===== config.mk =====
export PLATFORM = sky130hd
export DESIGN_NAME = spline_trajectory_streamer
export DESIGN_NICKNAME = d
export VERILOG_FILES = /design/src/rtl/spline_trajectory_streamer.sv
export SDC_FILE = /design/constraint.sdc
export NUM_CORES = 1
export LEC_CHECK = 0
export BUFFER_PORTS_ARGS = -buffer_cell sky130_fd_sc_hd__buf_4
export CAP_MARGIN = 10
export CORE_AREA = 2 2 272 274
export CTS_BUF_LIST = sky130_fd_sc_hd__clkbuf_8
export DETAILED_ROUTE_END_ITERATION = 10
export DIE_AREA = 0 0 274 276
export SLEW_MARGIN = 15
export SYNTH_ARGS = -nofsm -noshare
export SYNTH_HDL_FRONTEND = slang
export SYNTH_SLANG_ARGS = --single-unit
export TNS_END_PERCENT = 20

===== constraint.sdc =====
create_clock -name clock -period 7.6 [get_ports clock]
set_clock_uncertainty 0.15 [all_clocks]
set_input_delay 1.14 -clock clock [delete_from_list [all_inputs] [get_ports clock]]
set_output_delay 1.14 -clock clock [all_outputs]
set_load 0.05 [all_outputs]

===== src/rtl/spline_trajectory_streamer.sv =====
// Captures the spline approximation vector on start and replays it one sample at a time,
// paced by a step divider, with index and signed first difference on a valid/ready port.
module spline_trajectory_streamer #(
    parameter int N     = 6,
    parameter int IDX_W = 6,
    parameter int DIV_W = 8
) (
    input  logic                    clock,
    input  logic                    reset,
    input  logic                    start,
    input  logic                    abort,
    input  logic [10*(N-1)*8-1:0]   approximation,
    input  logic [DIV_W-1:0]        step_div,
    input  logic                    out_ready,
    output logic                    out_valid,
    output logic [7:0]              out_sample,
    output logic [IDX_W-1:0]        out_index,
    output logic signed [8:0]       out_delta,
    output logic                    busy,
    output logic                    done
);

    localparam int unsigned TOTAL = 10 * (N - 1);
    localparam int unsigned VW    = TOTAL * 8;
    localparam logic [IDX_W-1:0] LAST_IDX = IDX_W'(TOTAL - 1);

    localparam logic [1:0] S_IDLE = 2'd0;
    localparam logic [1:0] S_PACE = 2'd1;
    localparam logic [1:0] S_SEND = 2'd2;
    localparam logic [1:0] S_DONE = 2'd3;

    logic [1:0]        state_q,  state_d;
    logic [VW-1:0]     shadow_q, shadow_d;
    logic [DIV_W-1:0]  div_q,    div_d;
    logic [DIV_W-1:0]  pace_q,   pace_d;
    logic [IDX_W-1:0]  index_q,  index_d;
    logic [7:0]        prev_q,   prev_d;
    logic [7:0]        sample_q, sample_d;
    logic signed [8:0] delta_q,  delta_d;
    logic [7:0]        cur_sample;

    always_comb begin
        cur_sample = '0;
        for (int unsigned k = 0; k < TOTAL; k++) begin
            if (index_q == IDX_W'(k)) begin
                cur_sample = shadow_q[k*8 +: 8];
            end
        end
    end

    always_comb begin
        state_d  = state_q;
        shadow_d = shadow_q;
        div_d    = div_q;
        pace_d   = pace_q;
        index_d  = index_q;
        prev_d   = prev_q;
        sample_d = sample_q;
        delta_d  = delta_q;
        case (state_q)
            S_IDLE: begin
                if (start) begin
                    shadow_d = approximation;
                    div_d    = step_div;
                    pace_d   = step_div;
                    index_d  = '0;
                    prev_d   = '0;
                    state_d  = S_PACE;
                end
            end
            S_PACE: begin
                if (abort) begin
                    state_d = S_IDLE;
                end else if (pace_q == '0) begin
                    // Output registers load on entry to SEND so they hold through any stall.
                    state_d  = S_SEND;
                    sample_d = cur_sample;
                    if (index_q == '0) begin
                        delta_d = '0;
                    end else begin
                        delta_d = {1'b0, cur_sample} - {1'b0, prev_q};
                    end
                end else begin
                    pace_d = pace_q - 1'b1;
                end
            end
            S_SEND: begin
                if (abort) begin
                    state_d = S_IDLE;
                end else if (out_ready) begin
                    prev_d = cur_sample;
                    if (index_q == LAST_IDX) begin
                        state_d = S_DONE;
                    end else begin
                        index_d = index_q + 1'b1;
                        pace_d  = div_q;
                        state_d = S_PACE;
                    end
                end
            end
            S_DONE: begin
                state_d = S_IDLE;
            end
            default: begin
                state_d = S_IDLE;
            end
        endcase
    end

    always_ff @(posedge clock) begin
        if (!reset) begin
            state_q  <= S_IDLE;
            shadow_q <= '0;
            div_q    <= '0;
            pace_q   <= '0;
            index_q  <= '0;
            prev_q   <= '0;
            sample_q <= '0;
            delta_q  <= '0;
        end else begin
            state_q  <= state_d;
            shadow_q <= shadow_d;
            div_q    <= div_d;
            pace_q   <= pace_d;
            index_q  <= index_d;
            prev_q   <= prev_d;
            sample_q <= sample_d;
            delta_q  <= delta_d;
        end
    end

    assign out_valid  = (state_q == S_SEND);
    assign out_sample = sample_q;
    assign out_index  = index_q;
    assign out_delta  = delta_q;
    assign busy       = (state_q != S_IDLE);
    assign done       = (state_q == S_DONE);

endmodule


==> results by group, run 1 <==
Power
  – Flop pwr share: 44.9%
  – Switch share: 30.1%
  – Max VDD drop: 0.120 mV
  – Clk pwr share: 39.8%
  – Power Density: 228 nW/um^2
  – Internal power: 4320 uW
  – NetSw: 1860 uW
  – Logic gate share of total power: 15.3%
  – Lkg Pwr: 0.0107 uW

Clock tree
  – Clk slew on worst S/H paths: 0.06 ns
  – Post-CTS resize count: 0
  – TritonCTS Buffers: 82
  – CTS Hold Bufs: 0
  – Root buffer cell: clkbuf_8
  – Clock Latency Late Sink: 0.70 ns
  – CTS sink cnt: 449
  – Clock Path Buffers: 3
  – CTS tree: built
  – Setup bufs post-CTS: 0
  – H-tree depth: 3

Logic synthesis
  – Leading area contributor after synthesis: dfxtp_1
  – Post-synthesis adder-cell area fraction: 1.13%
  – #FFs+latches synth: 449
  – Register area share after synthesis: 41.6%
  – Syn Inst Count: 2956
  – Post-Synthesis Cell Area: 21600 um^2
  – Compound-Gate Fraction of Synth Area: 24.6%
  – Most common cell in the netlist: nand2_1
  – Post-synthesis mux area share: 0.237%
  – Main combinational cell family by area after synthesis: simple AND/OR/NAND/NOR gates
  – Post-synthesis xor/xnor area fraction: 0.527%
  – Ys Warns: 0
  – Synth top cells by count: 942 x nand2_1, 477 x a21oi_1, 449 x dfxtp_1
  – Syn nets: 3388
  – Synth Area per Inst: 7.31 um^2
  – Top-area cell type share of the netlist area: 41.6%
  – Post-Synth Simple-Gate Area: 27.0%
  – Post-synth top flop: dfxtp_1
  – Synth unique cells: 95
  – Area contributors post-synth: dfxtp_1 42%, nand2_1 16%, a21oi_1 11%
  – Post-synth EDFFs: 0
  – Fraction of registers with async set/reset: 0%

Critical path
  – CP arrival: 6.21 ns
  – R2r endpoint: out_delta[8]
  – Worst Setup Path Type: register to register
  – R2r worst-path depth: 20
  – Startpoint Class: register
  – Worst-path fanout max: 29
  – CP Capture Type: register
  – RR Startpoint: out_index[0]
  – Setup slack, reg-to-reg: 1.86 ns
  – CP required: 8.07 ns

Flow run
  – Max_cap viols: 0

Hold path
  – Hold Crit Class: register to register
  – Hold path startpoint: shadow_q[80]
  – WHS Endpoint: shadow_q[80]
  – WHS Path Cells: 2

STA
  – Worst Slack Setup Final: 1.86 ns
  – Tcrit/Tclk final: 75.6%
  – Setup TNS: 0 ns
  – Final hold vios: 0
  – Rel. slew slack: 26.4%
  – Unrepaired setup endpoints after global routing: false
  – Final min period: 5.74 ns
  – Max Freq: 174 MHz
  – Least-Margin Pin Slew: 1.10 ns
  – Setup-failing EPs final: 0
  – Max-slew violations: 0

Drt
  – Vias: 23100
  – Top sig layer: met4
  – Metal2 WL: 47100 um
  – 1st-iter DRT viols: 2380
  – Met3 wire len: 7360 um
  – ANT nets after route: 0
  – Drt wl/cell: 23.2 um
  – Routed wire length: 99900 um
  – DRC violations left: 0
  – Pre-Repair DR Iteration Count: 8
  – Drt via density: 5.38
  – WL met1: 42100 um

Die
  – Initial Util: 29.8%
  – DIE AREA: 75600 um^2
  – Core region area: 72600 um^2
  – Die span in x: 274 um
  – Die Ht: 276 um
  – Ports: 439
  – Num rows: 99

Finish
  – Layout Nets: 3705
  – Storage element area: 8990 um^2
  – Fillers: 7893
  – Share of cells above drive strength 1: 18.9%
  – Antenna cell count: 0
  – Multi-input gate area: 11600 um^2
  – Area delta synth->final: 25.7%

Placed design
  – Pre-CTS setup slack: 1.98 ns
  – IO buf count: 438
  – GPL Wtd Cong: 0.953
  – Dpl hpwl: 75700 um

Global route
  – Initial antenna violation count: 0
  – Largest net degree at the start of global routing: 199
  – First-pass GRT wire length: 144000 um
  – Global route total overflow: 0
  – Tot GR Track Use: 25.2%
  – Vias in the first global route: 22100

Outcome
  – Run status: finished, final reports clean
[placed cells by master (no fill, tap or decap), types with 8 or more instances in the layout]
cell / count
a2111oi_0: 13
a211o_1: 8
a211oi_1: 27
a21oi_1: 477
a221o_1: 8
a221oi_1: 26
a22oi_1: 26
a31oi_1: 12
a32oi_1: 8
and3_1: 20
buf_4: 455
clkbuf_8: 104
dfxtp_1: 447
ha_1: 14
inv_1: 55
nand2_1: 941
nand2b_1: 10
nand3_1: 49
nand3b_1: 16
nand4_1: 16
nor2_1: 139
nor2b_1: 18
nor3_1: 31
nor4_1: 18
o2111ai_1: 8
o211ai_1: 31
o21a_1: 8
o21ai_0: 74
o221ai_1: 16
o22ai_1: 38
or3_1: 15
xor2_1: 8
[how the worst max path moves through the flow]
stage                       from            to  slack [ns]  cells after the start
finish              out_index[0]  out_delta[8]        1.86                     20
global route        out_index[1]  out_delta[8]        1.47                     20
CTS                 out_index[0]  out_delta[8]        1.92                     20
detailed placement  out_index[0]  out_delta[8]        1.98                     20
global placement    out_index[0]  out_delta[8]        2.08                     20
floorplan           out_index[0]  out_delta[8]        2.98                     22
[critical path: stages (launching register included)]
cell,delay [ns]
dfxtp_1,0.44
ha_2,0.67
buf_4,0.47
nor3b_1,0.23
buf_4,0.24
nand2_1,0.31
o221ai_1,0.47
a211o_1,0.23
a2111oi_1,0.07
a21oi_1,0.36
a21boi_1,0.15
or2_2,0.32
fa_1,0.41
a21o_1,0.17
a21oi_1,0.23
o21bai_1,0.10
a21oi_1,0.22
nor2b_1,0.07
o21ai_0,0.15
a22oi_1,0.08
nor2_1,0.08
[flip-flops by register name, indices dropped and copies added (netlist names)]
name        count
state_q         2
prev_q          8
out_index       6
shadow_q      400
pace_q          8
out_delta       9
out_sample      8
div_q           8
[through the flow]
stage                     util (%)  hold WS [ns]  instances  cell area [um^2]  power (uW)
after floorplan                  -         0.278       2956             21600        3280
final                         37.4         0.306       4296             27200        6190
after CTS                     37.4         0.307       4296             27200        6230
after global routing          37.4         0.316       4296             27200        6450
after global placement        35.0         0.294       4148             25400        3760
after detailed placement      35.0         0.299       4148             25400        3760
[kinds of logic after synthesis]
kind of cell    count (synthesis)
simple gates                 1349
compound gates                865
flops                         449
buf+inv                       256
fa+ha+maj                      19
xor+xnor                       13
mux                             5
[power groups by stage]
stage	clock, uW	sequential (uW)	combinational, uW
2_1_floorplan	0	2700	573
3_3_place_gp	0	2820	942
3_5_place_dp	0	2820	946
4_1_cts	2510	2770	949
5_1_grt	2610	2780	1050
6_report	2460	2770	946
[per-layer routing]
layer / global-route usage, % / up-vias
li1: - / 11000
met2: 41.4 / 923
met3: 5.12 / 187
met4: 8.22 / 0
met5: 0 / -
met1: 33.0 / 11000
[area by class of cell]
cell class                 count  share of cell area, %
tap                          959                   4.42
inverter                      30                  0.442
timing repair buffer         459                   12.9
sequential                   449                   33.1
clock inverter                44                   1.22
multi-input combinational   2251                   42.7
clock buffer                 104                   5.27
No activity file was read; power rests on OpenSTA's default activity.
==> run 2, diff against run 1 <==
ABC_AREA = 1   (was default)
CORE_AREA = 2 2 268 270   (was 2 2 272 274)
DIE_AREA = 0 0 270 272   (was 0 0 274 276)
clock period = 5.51 ns   (was 7.6 ns; I/O delays follow)
==> results by group, run 2 <==
Clock tree
  – Clk slew on worst S/H paths: 0.06 ns
  – CTS Hold Bufs: 0
  – CTS tree: built
  – TritonCTS Buffers: 85
  – CTS sink cnt: 449
  – Clock Path Buffers: 3
  – Root buffer cell: clkbuf_8
  – H-tree depth: 3
  – Clock Latency Late Sink: 0.66 ns

Finish
  – Commonest cells after routing, fill and taps aside: 889 x nor2_1, 598 x buf_4, 578 x nand2_1
  – Fillers: 7665
  – Share of cells above drive strength 1: 22.8%
  – Area delta synth->final: 34.7%
  – Layout Nets: 4209
  – Leading cell type in the layout, fill and taps excluded: nor2_1
  – Multi-input gate area: 10700 um^2
  – Final non-filler cell total: 4796
  – Storage element area: 9000 um^2
  – Max reg flops: 400
  – Largest Register: shadow_q

Logic synthesis
  – Top-area cell type share of the netlist area: 42.8%
  – Synth unique cells: 39
  – Synth top cells by count: 892 x nor2_1, 614 x nand2_1, 500 x o21ai_0
  – Fraction of registers with async set/reset: 0%
  – Syn Inst Count: 3257
  – Synth Area per Inst: 6.45 um^2
  – #FFs+latches synth: 449
  – Most common cell in the netlist: nor2_1
  – Syn nets: 3689
  – Area contributors post-synth: dfxtp_1 43%, nor2_1 16%, o21ai_0 12%
  – Leading area contributor after synthesis: dfxtp_1
  – Post-synth top flop: dfxtp_1
  – Register area share after synthesis: 42.8%
  – Ys Warns: 0
  – Post-Synthesis Cell Area: 21000 um^2
  – Post-synth EDFFs: 0

Outcome
  – Failing checks: negative setup slack
  – Run status: finished with violations

Power
  – Max VDD drop: 0.229 mV
  – Clk pwr share: 27.2%
  – Lkg Pwr: 0.0131 uW
  – Flop pwr share: 38.1%
  – Logic gate share of total power: 34.7%
  – Internal power: 7570 uW
  – Power Density: 430 nW/um^2
  – Switch share: 37.8%
  – NetSw: 4600 uW

Flow run
  – Max_cap viols: 0

STA
  – Final hold vios: 0
  – Setup-failing EPs final: 6
  – Max-slew violations: 0
  – Least-Margin Pin Slew: 1.04 ns
  – Rel. slew slack: 30.9%
  – Worst Slack Setup Final: -0.397 ns
  – Unrepaired setup endpoints after global routing: true
  – Max Freq: 169 MHz
  – Setup TNS: -1.37 ns
  – Tcrit/Tclk final: 107%
  – Final min period: 5.91 ns

Drt
  – ANT nets after route: 0
  – Routed wire length: 74900 um
  – Vias: 21800
  – Pre-Repair DR Iteration Count: 7
  – 1st-iter DRT viols: 1525
  – Drt via density: 4.55
  – DRC violations left: 0
  – Drt wl/cell: 15.6 um

Critical path
  – CP arrival: 6.34 ns
  – Slowest cell delay on critical path: 0.36 ns
  – CP most frequent cell: nand2_1
  – Startpoint Class: register
  – CP required: 5.94 ns
  – Worst-path fanout max: 7
  – CP Capture Type: register
  – Worst Setup Path Type: register to register
  – Max stage delay cell, worst path: dfxtp_4

Global route
  – Largest net degree at the start of global routing: 235
  – Tot GR Track Use: 19.7%
  – Global route total overflow: 0
  – Initial antenna violation count: 7
  – Vias in the first global route: 20500
  – First-pass GRT wire length: 114000 um

Die
  – Num rows: 98
  – DIE AREA: 73400 um^2
  – Ports: 439
  – Initial Util: 29.7%
  – Die span in x: 270 um
  – Core region area: 70800 um^2
  – Die Ht: 272 um

Placed design
  – IO buf count: 438
  – GPL Wtd Cong: 0.816
  – Dpl hpwl: 54900 um
  – Post-placement cell count: 4619
  – Pre-CTS setup slack: -0.639 ns

Hold path
  – Hold Crit Class: primary input to register
-- run 2: kinds of logic (layout without fill, tap and decap cells) --
logic type,Yosys count,count (layout),share of synthesized area [%]
AND/OR/NAND/NOR,1617,1617,30.2
AO/OA/AOI/OAI,731,731,17.7
flip-flops,449,449,42.8
other,0,5,0
XOR/XNOR,4,4,0.167
buffers and inverters,437,1021,8.01
adder cells (fa/ha/maj),19,19,1.17
-- run 2: area by class of cell --
type | instances | share of cell area (%)
multi-input combinational | 2371 | 37.7
sequential | 449 | 31.8
timing repair buffer | 612 | 16.7
clock buffer | 107 | 5.21
tap | 950 | 4.20
inverter | 258 | 3.48
clock inverter | 44 | 0.907
antenna | 5 | 0.0442
-- run 2: path summary, 6_finish.rpt --
path                                    startpoint       endpoint  slack (ns)  cells past startpoint
worst max-delay path                  out_index[1]   out_delta[7]       -0.40                     69
worst min-delay path            approximation[366]  shadow_q[366]        0.26                      3
worst max register to register        out_index[1]   out_delta[7]       -0.40                     69
worst min register to register       shadow_q[256]  shadow_q[256]        0.30                      2
-- run 2: critical path: cells and delay by family (launching register included) --
kind,cells,cell delay (ns)
buf+inv,5,0.38
flops,1,0.36
xor+xnor,1,0.14
compound gates,4,0.51
simple gates,57,3.87
fa+ha+maj,2,0.42
-- run 2: through the flow --
step	hold slack [ns]	cell area (um^2)	utilization (%)	power [uW]
2_1_floorplan	0.275	21000	-	7300
3_3_place_gp	0.286	26000	36.8	8650
3_5_place_dp	0.296	26000	36.8	8690
4_1_cts	0.187	28100	39.8	12200
5_1_grt	0.206	28300	40.0	13100
6_report	0.265	28300	40.0	12200
-- run 2: per-layer routing --
metal  global-route usage (%)  up-vias  wire length [um]
met5                        0        -                 0
met4                     6.77        0              1990
met3                     3.46      117              3390
met2                     33.3      507             35900
met1                     25.3     9879             33600
li1                         -    11300                 -
-- run 2: repair_timing --
| action | CTS | global route |
|---|---|---|
| setup endpoints to repair | 8 | 17 |
| resized for setup | 68 | 33 |
| pin swaps | 49 | 50 |
| gates cloned | 0 | 0 |
| setup buffers | 17 | 4 |
-- run 2: power groups by stage --
stage	Sequential, uW	Clock [uW]	Combinational (uW)
after floorplan	4580	0	2730
after global placement	4680	0	3970
after detailed placement	4690	0	4000
after CTS	4630	3390	4200
after global routing	4740	3550	4840
final	4640	3310	4220
